$ cat src/rtl/manycore_link_pkg.sv
// Shared types for the mesh link: port ids, framer states and Hermes header field offsets.
// Header layout puts addr_x in [15:8] and addr_y in [7:0] of the header flit.
package manycore_link_pkg;

   typedef enum logic [2:0] {
      EAST  = 3'd0,
      WEST  = 3'd1,
      NORTH = 3'd2,
      SOUTH = 3'd3,
      LOCAL = 3'd4
   } port_t;

   typedef enum logic [1:0] {
      HEADER,
      SIZE,
      PAYLOAD
   } frame_state_t;

   localparam int ADDR_X_MSB = 15;
   localparam int ADDR_Y_MSB = 7;

endpackage

$ cat src/rtl/link_fifo.sv
// First-word fall-through FIFO with occupancy count; data visible 1 cycle after push.
// No internal guards: the caller must never push when full or pop when empty.
module link_fifo #(
   parameter int W     = 32,
   parameter int DEPTH = 16
) (
   input  logic                       clock,
   input  logic                       reset,
   input  logic                       i_push,
   input  logic [W-1:0]               i_dat,
   input  logic                       i_pop,
   output logic [W-1:0]               o_dat,
   output logic [$clog2(DEPTH):0]     o_count
);

   localparam int AW = $clog2(DEPTH);
   localparam int CW = AW + 1;

   logic [W-1:0]  r_mem [DEPTH];
   logic [AW-1:0] r_wr_ptr;
   logic [AW-1:0] r_rd_ptr;
   logic [CW-1:0] r_count;

   // Storage has no reset so it maps onto plain RAM.
   always_ff @(posedge clock) begin
      if (i_push) begin
         r_mem[r_wr_ptr] <= i_dat;
      end
   end

   always_ff @(posedge clock) begin
      if (reset) begin
         r_wr_ptr <= '0;
         r_rd_ptr <= '0;
         r_count  <= '0;
      end else begin
         if (i_push) begin
            r_wr_ptr <= r_wr_ptr + AW'(1);
         end
         if (i_pop) begin
            r_rd_ptr <= r_rd_ptr + AW'(1);
         end
         case ({i_push, i_pop})
            2'b10:   r_count <= r_count + CW'(1);
            2'b01:   r_count <= r_count - CW'(1);
            default: r_count <= r_count;
         endcase
      end
   end

   assign o_dat   = r_mem[r_rd_ptr];
   assign o_count = r_count;

endmodule

$ cat src/rtl/link_rx_port.sv
// Credit-based link receiver: buffers flits, returns credit from registered occupancy, frames Hermes packets.
// Push-to-visible latency 1 cycle; credit drops when full, ignored credit drops the flit and sets sticky ovf_o.
module link_rx_port
   import manycore_link_pkg::*;
#(
   parameter int FLIT_WIDTH   = 32,
   parameter int BUFFER_DEPTH = 16
) (
   input  logic                  clock,
   input  logic                  reset,
   input  logic                  rx,
   input  logic [FLIT_WIDTH-1:0] data_i,
   output logic                  credit_o,
   output logic [FLIT_WIDTH-1:0] flit_o,
   output logic                  valid_o,
   input  logic                  ready_i,
   output logic                  sop_o,
   output logic                  eop_o,
   output logic [15:0]           target_o,
   output logic [15:0]           pkt_cnt_o,
   output logic                  ovf_o
);

   localparam int CW = $clog2(BUFFER_DEPTH) + 1;

   logic [CW-1:0]         w_count;
   logic [FLIT_WIDTH-1:0] w_flit;
   logic                  w_push;
   logic                  w_pop;
   logic                  w_eop_raw;
   frame_state_t          w_state_nxt;
   logic [FLIT_WIDTH-1:0] w_rem_nxt;

   frame_state_t          r_state;
   logic [FLIT_WIDTH-1:0] r_rem;
   logic [15:0]           r_target;
   logic [15:0]           r_pkt_cnt;
   logic                  r_ovf;

   link_fifo #(
      .W     (FLIT_WIDTH),
      .DEPTH (BUFFER_DEPTH)
   ) u_fifo (
      .clock   (clock),
      .reset   (reset),
      .i_push  (w_push),
      .i_dat   (data_i),
      .i_pop   (w_pop),
      .o_dat   (w_flit),
      .o_count (w_count)
   );

   // Credit looks only at registered occupancy so the sender sees it early in the cycle.
   assign credit_o = !reset && (w_count < CW'(BUFFER_DEPTH));
   assign valid_o  = (w_count != '0);
   assign w_push   = rx && credit_o;
   assign w_pop    = valid_o && ready_i;

   always_ff @(posedge clock) begin
      if (reset) begin
         r_ovf <= 1'b0;
      end else if (rx && !credit_o) begin
         r_ovf <= 1'b1;
      end
   end

   always_ff @(posedge clock) begin
      if (reset) begin
         r_state   <= HEADER;
         r_rem     <= '0;
         r_target  <= '0;
         r_pkt_cnt <= '0;
      end else begin
         r_state <= w_state_nxt;
         r_rem   <= w_rem_nxt;
         if (w_pop && (r_state == HEADER)) begin
            r_target <= {w_flit[ADDR_X_MSB:ADDR_Y_MSB+1], w_flit[ADDR_Y_MSB:0]};
         end
         if (w_pop && eop_o) begin
            r_pkt_cnt <= r_pkt_cnt + 16'd1;
         end
      end
   end

   always_comb begin
      w_state_nxt = r_state;
      w_rem_nxt   = r_rem;
      w_eop_raw   = 1'b0;
      case (r_state)
         HEADER: begin
            if (w_pop) begin
               w_state_nxt = SIZE;
            end
         end
         SIZE: begin
            // A zero size flit closes the packet on itself.
            w_eop_raw = (w_flit == '0);
            if (w_pop) begin
               w_rem_nxt   = w_flit;
               w_state_nxt = w_eop_raw ? HEADER : PAYLOAD;
            end
         end
         PAYLOAD: begin
            w_eop_raw = (r_rem == FLIT_WIDTH'(1));
            if (w_pop) begin
               w_rem_nxt = r_rem - FLIT_WIDTH'(1);
               if (w_eop_raw) begin
                  w_state_nxt = HEADER;
               end
            end
         end
         default: begin
            w_state_nxt = HEADER;
         end
      endcase
   end

   assign flit_o    = w_flit;
   assign sop_o     = valid_o && (r_state == HEADER);
   assign eop_o     = valid_o && w_eop_raw;
   assign target_o  = r_target;
   assign pkt_cnt_o = r_pkt_cnt;
   assign ovf_o     = r_ovf;

endmodule
$ cat config.mk
export PLATFORM = sky130hd
export DESIGN_NAME = link_rx_port
export DESIGN_NICKNAME = d
export VERILOG_FILES = /design/src/rtl/manycore_link_pkg.sv /design/src/rtl/link_fifo.sv /design/src/rtl/link_rx_port.sv
export SDC_FILE = /design/constraint.sdc
export NUM_CORES = 1
export LEC_CHECK = 0
export BUFFER_PORTS_ARGS = -buffer_cell sky130_fd_sc_hd__buf_4
export CELL_PAD_IN_SITES_DETAIL_PLACEMENT = 0
export CELL_PAD_IN_SITES_GLOBAL_PLACEMENT = 2
export CORE_UTILIZATION = 35
export CTS_CLUSTER_DIAMETER = 100
export DETAILED_ROUTE_END_ITERATION = 6
export PLACE_DENSITY_LB_ADDON = 0.25
export SETUP_SLACK_MARGIN = 0.15
export SYNTH_ARGS = -nofsm -noshare
export SYNTH_HDL_FRONTEND = slang
export SYNTH_SLANG_ARGS = --single-unit
$ cat constraint.sdc
create_clock -name clock -period 4.4 [get_ports clock]
set_clock_uncertainty 0.05 [all_clocks]
set_input_delay 0.44 -clock clock [delete_from_list [all_inputs] [get_ports clock]]
set_output_delay 0.44 -clock clock [all_outputs]
set_load 0.02 [all_outputs]
==> impl_results.md, run 1 <==
- CP max stage cell: mux4_2
- EDFF count, synth: 512
- Vias/cell: 5.44
- Syn_area_per_cell: 17.1 sq um
- Largest family of logic cells by synthesized area: multiplexers
- Largest net degree at the start of global routing: 82
- CP delay by family, top: multiplexers
- Crit start category: flop
- Complex-gate fraction of the synthesized area: 0.0580
- Initial Utilization: 0.357
- Synth top area share: 0.650
- Final Wtd Congestion: 0.744
- Post-synth top area cell: edfxtp_1
- Root buffer cell: clkbuf_16
- Wire per inst: 25.8 microns
- Vias: 13400
- PwrDens: 539 nW/um^2
- Post-Synth Simple-Gate Area: 0.0615
- Depth of the worst register-to-register path: 10
- Slew Limit Fails: 0
- Yosys warnings: 0
- Hold_sp: rx
- # port buffers: 104
- Critical path cell sequence: buf_12, buf_4, mux4_2, mux4_2, or4_4, nor4_4, a41oi_2, buf_8, inv_2, buf_4
- Area of all placed cells without fillers: 28200 sq um
- Pre-CTS WS: 0.320 ns
- Mapped cell area: 23700 sq um
- Placed cell area: 26000 sq um
- Total global-route track usage: 0.187
- Setup Total Neg Slack: 0 ns
- WHS Path Cells: 3
- CTS tree: yes
- CP Capture Type: output pin
- RSZ-0062 raised after global routing: false
- Clock transition at path regs: 0.05 ns
- Sequential area share after synthesis: 0.721
- Worst-path fanout max: 33
- Register area: 17100 sq um
- Max frequency: 243 MHz
- Global-route wire length before repair: 91.8 mm
- Initial antenna violation count: 3
- CTS H-tree lvls: 3
- Max incr delay on CP: 0.54 ns
- Core Footprint: 66300 sq um
- Status: finished clean
- Worst setup path category: flop to output pin
- Share of cells above drive strength 1: 0.270
- Max VDD drop: 309 uV
- Hold Crit Class: input port to flop
- Multi-input gate area: 6370 sq um
- FFs w/ async S/R, synth: 0
- Worst-Skew Late Latency: 0.62 ns
- Max-capacitance violation count: 0
- First DRT Iteration DRCs: 955
- Grt total ovfl: 0
- Bufs on Longest Clock Path: 3
- Synth-to-Final Area Change: 19.3%
- Die span in x: 262 microns
- Synth cell types: 59
- Antenna fix cells: 0
- I/O pins: 105
- Cell leakage power: 9.10 nW
- Top cells by area, synth: edfxtp_1 (65%), mux4_2 (12%), dfxtp_1 (7.1%), nand2_1 (1.9%), a22oi_1 (1.6%)
- Post-DP HPWL: 36.6 mm
- Detailed Route WL: 63.6 mm
- 1st-pass router iterations: 7
- Xor/xnor cell area share of the yosys netlist: 0.00370
- Clock Sinks: 596
- Post-Synth Adder-Cell Area: 0.00878
- CTS Buf Count: 66
- Worst endpoint data arrival time: 3.62 ns
- Final Cycle Share: 0.934
- Crit path time final: 4.11 ns
- Final Hold Fails: 0
- Synth Flop Type: edfxtp_1
- Final setup viols: 0
- Fin Hold WS: 0.0322 ns
- Die height: 262 microns
- Worst-Margin Slew: 1.09 ns
- Die area: 68600 sq um
- DRT antenna net count: 0
- WP buf/inv: 5
- Stages on the worst setup path: 10
- Mux share of post-synthesis cell area: 0.130
- Critical Path RT: 3.91 ns
- Post-synthesis register bit count: 596
- Number of nets in the layout: 1611
- Fillers: 5962
- Number of remaining DRC errors: 0
- Vias in the first global route: 13300
- Slew HR: 0.273
- Synthesized net count: 1439
- Final setup margin: 0.290 ns
- Synthesized netlist cell count: 1387
- Post-layout util: 0.425
- Rows: 94
==> final cells by class <==
type	instances	area share
flip-flops and latches	596	0.605
multi-input cells	699	0.226
clock buffers	84	0.0627
repair buffers	181	0.0559
well taps	864	0.0383
clock inverters	30	0.0105
inverters	15	0.00199
==> final timing paths <==
| path | to | slack [ns] |
|---|---|---|
| hold / removal | ovf_o | 0.03 |
| setup reg to reg | pkt_cnt_o[12] | 0.76 |
| hold reg to reg | target_o[8] | 0.41 |
| setup / recovery | eop_o | 0.29 |
==> state kept, by name, indices dropped and copies added, names as in the netlist, 2 cells and up, named ones only <==
signal / count
u_fifo.r_mem: 512
u_fifo.r_wr_ptr: 4
u_fifo.o_count: 5
target_o: 16
u_fifo.r_rd_ptr: 4
r_state: 2
pkt_cnt_o: 16
r_rem: 32
==> cells in the mapped netlist, types with 10 or more instances <==
cell,n
inv_1,12
o21ai_0,23
nor4_1,14
or3_1,10
a22oi_1,51
mux2i_1,24
nor2_1,80
clkbuf_1,49
mux4_2,126
nor3_1,24
a211oi_1,10
ha_1,15
nand3_1,12
nand2_1,119
buf_2,13
o31ai_1,11
edfxtp_1,512
a21oi_1,72
dfxtp_1,84
or4_1,11
==> metrics by stage <==
step / instances / total power (W)
3_5_place_dp: 2344 / 0.0100
2_1_floorplan: 1387 / 0.00867
6_report: 2469 / 0.0152
5_1_grt: 2469 / 0.0159
4_1_cts: 2466 / 0.0153
3_3_place_gp: 2344 / 0.00998
==> tightest hold or removal path: cells and delay by family <==
kind            cells  cell delay (ns)
simple gates        1             0.07
compound gates      1             0.05
buf+inv             1             0.08
==> routing by layer <==
metal / part of all wire / vias up / GRT usage
met3: 0.055 / 82 / 0.0375
met1: 0.44 / 7055 / 0.258
li1: - / 5908 / -
met4: 0.020 / 2 / 0.0453
met2: 0.49 / 374 / 0.305
met5: 0.00016 / - / 0
==> logic make-up (layout without fill, tap and decap cells) <==
family                   Yosys count  in the layout
flip-flops                       596            596
AND/OR/NAND/NOR                  311            311
AO/OA/AOI/OAI                    212            212
multiplexers                     150            150
buffers and inverters             92            310
adder cells (fa/ha/maj)           16             16
XOR/XNOR                          10             10
==> layout by cell type (no fill, tap or decap), drive strengths merged, types with 24 or more instances in the layout <==
master | Yosys | routed
mux2i | 24 | 24
nor2 | 80 | 80
dfxtp | 84 | 84
clkbuf | 49 | 86
o21ai | 29 | 29
nor3 | 24 | 24
edfxtp | 512 | 512
mux4 | 126 | 126
a22oi | 51 | 51
a21oi | 72 | 72
nand2 | 119 | 119
buf | 28 | 179
clkinv | 1 | 27
==> power by group <==
group	internal, W	switching (W)
clock	0.00304	0.00223
combinational	0.00141	0.00206
sequential	0.00633	0.000145
==> what timing repair did <==
item | in CTS | in global routing
gates resized for setup | 7 | 11
endpoints found under the hold margin | 0 | 0
endpoints found under the setup margin | 1 | 1
hold buffers | 0 | 0
pin swaps | 0 | 1
setup buffers | 8 | 1
cloned | 0 | 2
(Power assumes the default switching activity.)
==> run 2, diff against run 1 <==
CTS_BUF_LIST = sky130_fd_sc_hd__clkbuf_4   (was default)
==> run 2 against run 1 <==
Net effect: the run now ends with negative setup slack left; sequential share of layout area fell by 1.1 points; combinational power increased by 3%; highest routed layer unchanged; largest power group unchanged; total power shrank 2.3%; die area unchanged; register-to-register slack worse by 0.17 ns; via count is 4.7% higher; wire length rose by 1.8%; first-iteration DRC count fell by 1.3%; clock-buffer cell count increased by 141; sequential power about the same; clock power is 8.2% lower; global-route usage rose by 0.61 points.
==> impl_results.md, run 2 (synthesis results as in run 1) <==
- Status: finished with violations
- Failing checks: negative setup slack
- # port buffers: 104 (unchanged)
- Hold endpoint: u_fifo.r_mem[6][24]
- Depth of the worst register-to-register path: 11 (+1)
- Die height: 262 microns (unchanged)
- Initial Utilization: 0.357 (unchanged)
- Clock power share: 0.326 (-0.021)
- Final setup margin: -0.0739 ns (-0.364 ns)
- Final Cycle Share: 1.02 (+0.0827)
- Clock Sinks: 596 (unchanged)
- Sequential share of power: 0.435 (+0.010)
- Core Footprint: 66300 sq um (unchanged)
- Most used cells in the layout excluding fill and tap cells: edfxtp_1 (512), clkbuf_4 (225), buf_4 (176)
- Clock transition at path regs: 0.07 ns (+0.02 ns)
- WHS Path Cells: 2 (-1)
- Max incr delay on CP: 0.54 ns (about the same)
- Root buffer cell: clkbuf_4
- Hold_sp: data_i[24]
- Max frequency: 224 MHz (-8.1%)
- Gate power share: 0.239 (+0.011)
- Max-capacitance violation count: 0 (unchanged)
- Rows: 94 (unchanged)
- R2R Path End: pkt_cnt_o[10]
- I/O pins: 105 (unchanged)
- Post-DP HPWL: 36.6 mm (unchanged)
- Global Route met2 Usage: 0.311 (+0.00623)
- Hold Crit Class: input port to flop
- M1 GR Usage: 0.253 (-0.00515)
- Vias: 14000 (+4.7%)
- Detailed Route WL: 64.8 mm (+1.8%)
- Vias/cell: 5.22 (-4.0%)
- Largest registers: u_fifo.r_mem (512), r_rem (32)
- Fillers: 6041 (+1.3%)
- Max reg flops: 512 (unchanged)
- Reg2Reg Setup Slack: 0.59 ns (-0.17 ns)
- Global-route track usage on met3: 0.0493 (+0.0118)
- Share of cells above drive strength 1: 0.333 (+0.0634)
- Sw Share: 0.304 (+0.0128)
- Cell leakage power: 9.56 nW (+5.0%)
- Initial antenna violation count: 4 (+1)
- Bufs on Longest Clock Path: 3 (unchanged)
- RSZ-0062 raised after global routing: true
- Crit path time final: 4.47 ns (+0.364 ns)
- Final Wtd Congestion: 0.744 (unchanged)
- Die area: 68600 sq um (unchanged)
- 1st-pass router iterations: 5 (-2)
- DRT antenna net count: 0 (unchanged)
- CTS tree: yes
- Max VDD drop: 238 uV (-23%)
- Critical path cell sequence: buf_12, buf_8, mux4_2, mux4_2, or4_4, nor4_4, a41oi_4, buf_12, clkinv_4, buf_6
- Grt total ovfl: 0 (unchanged)
- Vias in the first global route: 14400 (+8.2%)
- PwrDens: 517 nW/um^2 (-4.1%)
- Biggest register: u_fifo.r_mem
- Most common cell after layout, fill and taps aside: edfxtp_1
- Number of remaining DRC errors: 0 (unchanged)
- Critical Path RT: 3.91 ns (about the same)
- CTS H-tree lvls: 4 (+1)
- First DRT Iteration DRCs: 943 (-1.3%)
- Slew HR: 0.274 (+0.000982)
- Number of nets in the layout: 1756 (+9.0%)
- Global-route wire length before repair: 94.0 mm (+2.5%)
- Worst-Margin Slew: 1.09 ns (-0.00147 ns)
- Die span in x: 262 microns (unchanged)
- Slew Limit Fails: 0 (unchanged)
- Total power: 0.0149 W (-2.3%)
- CP max stage cell: mux4_2
- Crit start category: flop
- Largest net degree at the start of global routing: 82 (unchanged)
- Worst setup path category: flop to output pin
- Synth-to-Final Area Change: 21.6%
- Final setup viols: 1 (+1)
- CTS Buf Count: 159 (+140%)
- Worst-Skew Late Latency: 1.02 ns (+0.40 ns)
- Pre-CTS WS: 0.320 ns (unchanged)
- Worst-path fanout max: 9 (-73%)
- Worst endpoint data arrival time: 3.98 ns (+0.36 ns)
- CP Capture Type: output pin
- Psw: 0.00453 W (+2.0%)
- Final Hold Fails: 0 (unchanged)
- Total global-route track usage: 0.193 (+0.00605)
- GR peak layer: met2
- Wire per inst: 24.1 microns (-6.6%)
- Int Pwr: 0.0103 W (-4.0%)
==> run 2: metal layers <==
metal,part of all wire,vias up,wire length [microns]
met5,0.00020,-,13
met4,0.018,2,1170
met3,0.063,85,4080
met2,0.48,408,31400
met1,0.43,7217,28100
li1,-,6337,-
==> run 2: critical path, delay by kind of cell (launching register included) <==
| kind | cells | cell delay (ns) |
|---|---|---|
| DFF | 1 | 0.39 |
| muxes | 2 | 1.03 |
| AOI/OAI and AO/OA | 1 | 0.19 |
| and+or+nand+nor | 2 | 0.81 |
| buffers and inverters | 5 | 0.56 |
==> run 2: power by group through the flow <==
stage          sequential (W)  clock [W]  combinational, W
2_1_floorplan         0.00660          0           0.00207
3_3_place_gp          0.00661          0           0.00337
3_5_place_dp          0.00662          0           0.00339
4_1_cts               0.00647    0.00503           0.00354
5_1_grt               0.00648    0.00530           0.00390
6_report              0.00646    0.00484           0.00356
==> run 2: worst max path at each step <==
stage | startpoint | to | slack (ns) | cells past startpoint
2_1_floorplan | reset | u_fifo.r_mem[0][0] | 0.16 | 6
3_3_place_gp | flop | pkt_cnt_o[11] | 0.35 | 10
3_5_place_dp | flop | pkt_cnt_o[10] | 0.32 | 10
4_1_cts | flop | eop_o | -0.21 | 10
5_1_grt | flop | eop_o | -0.24 | 10
6_report | flop | eop_o | -0.07 | 10
==> run 2: area by class of cell <==
type / instances / area [sq um] / area share
clock buffer: 225 / 1690 / 0.0587
inverter: 15 / 61.3 / 0.00213
clock inverter: 51 / 328 / 0.0114
tap: 864 / 1080 / 0.0376
multi-input combinational: 699 / 6390 / 0.222
antenna: 8 / 20.0 / 0.000696
sequential: 596 / 17100 / 0.593
timing repair buffer: 233 / 2130 / 0.0739
==> run 2: what timing repair did <==
item	4_1_cts	5_1_grt
gates resized for setup	20	7
setup buffers	9	16
setup endpoints to repair	3	1
endpoints found under the hold margin	530	0
gates cloned	2	1
hold buffers	35	0
pin swaps	1	2
==> run 2: stage by stage <==
step                      std cells  TNS [ns]  hold WS [ns]  utilization  instance area [sq um]
after floorplan                1387         0         0.396            -                  23700
after global placement         2344         0         0.395        0.391                  26000
after detailed placement       2344         0         0.399        0.391                  26000
after CTS                      2666    -0.211        0.0670        0.430                  28600
after global routing           2690    -0.244         0.124        0.433                  28800
final                          2691   -0.0739         0.211        0.434                  28800
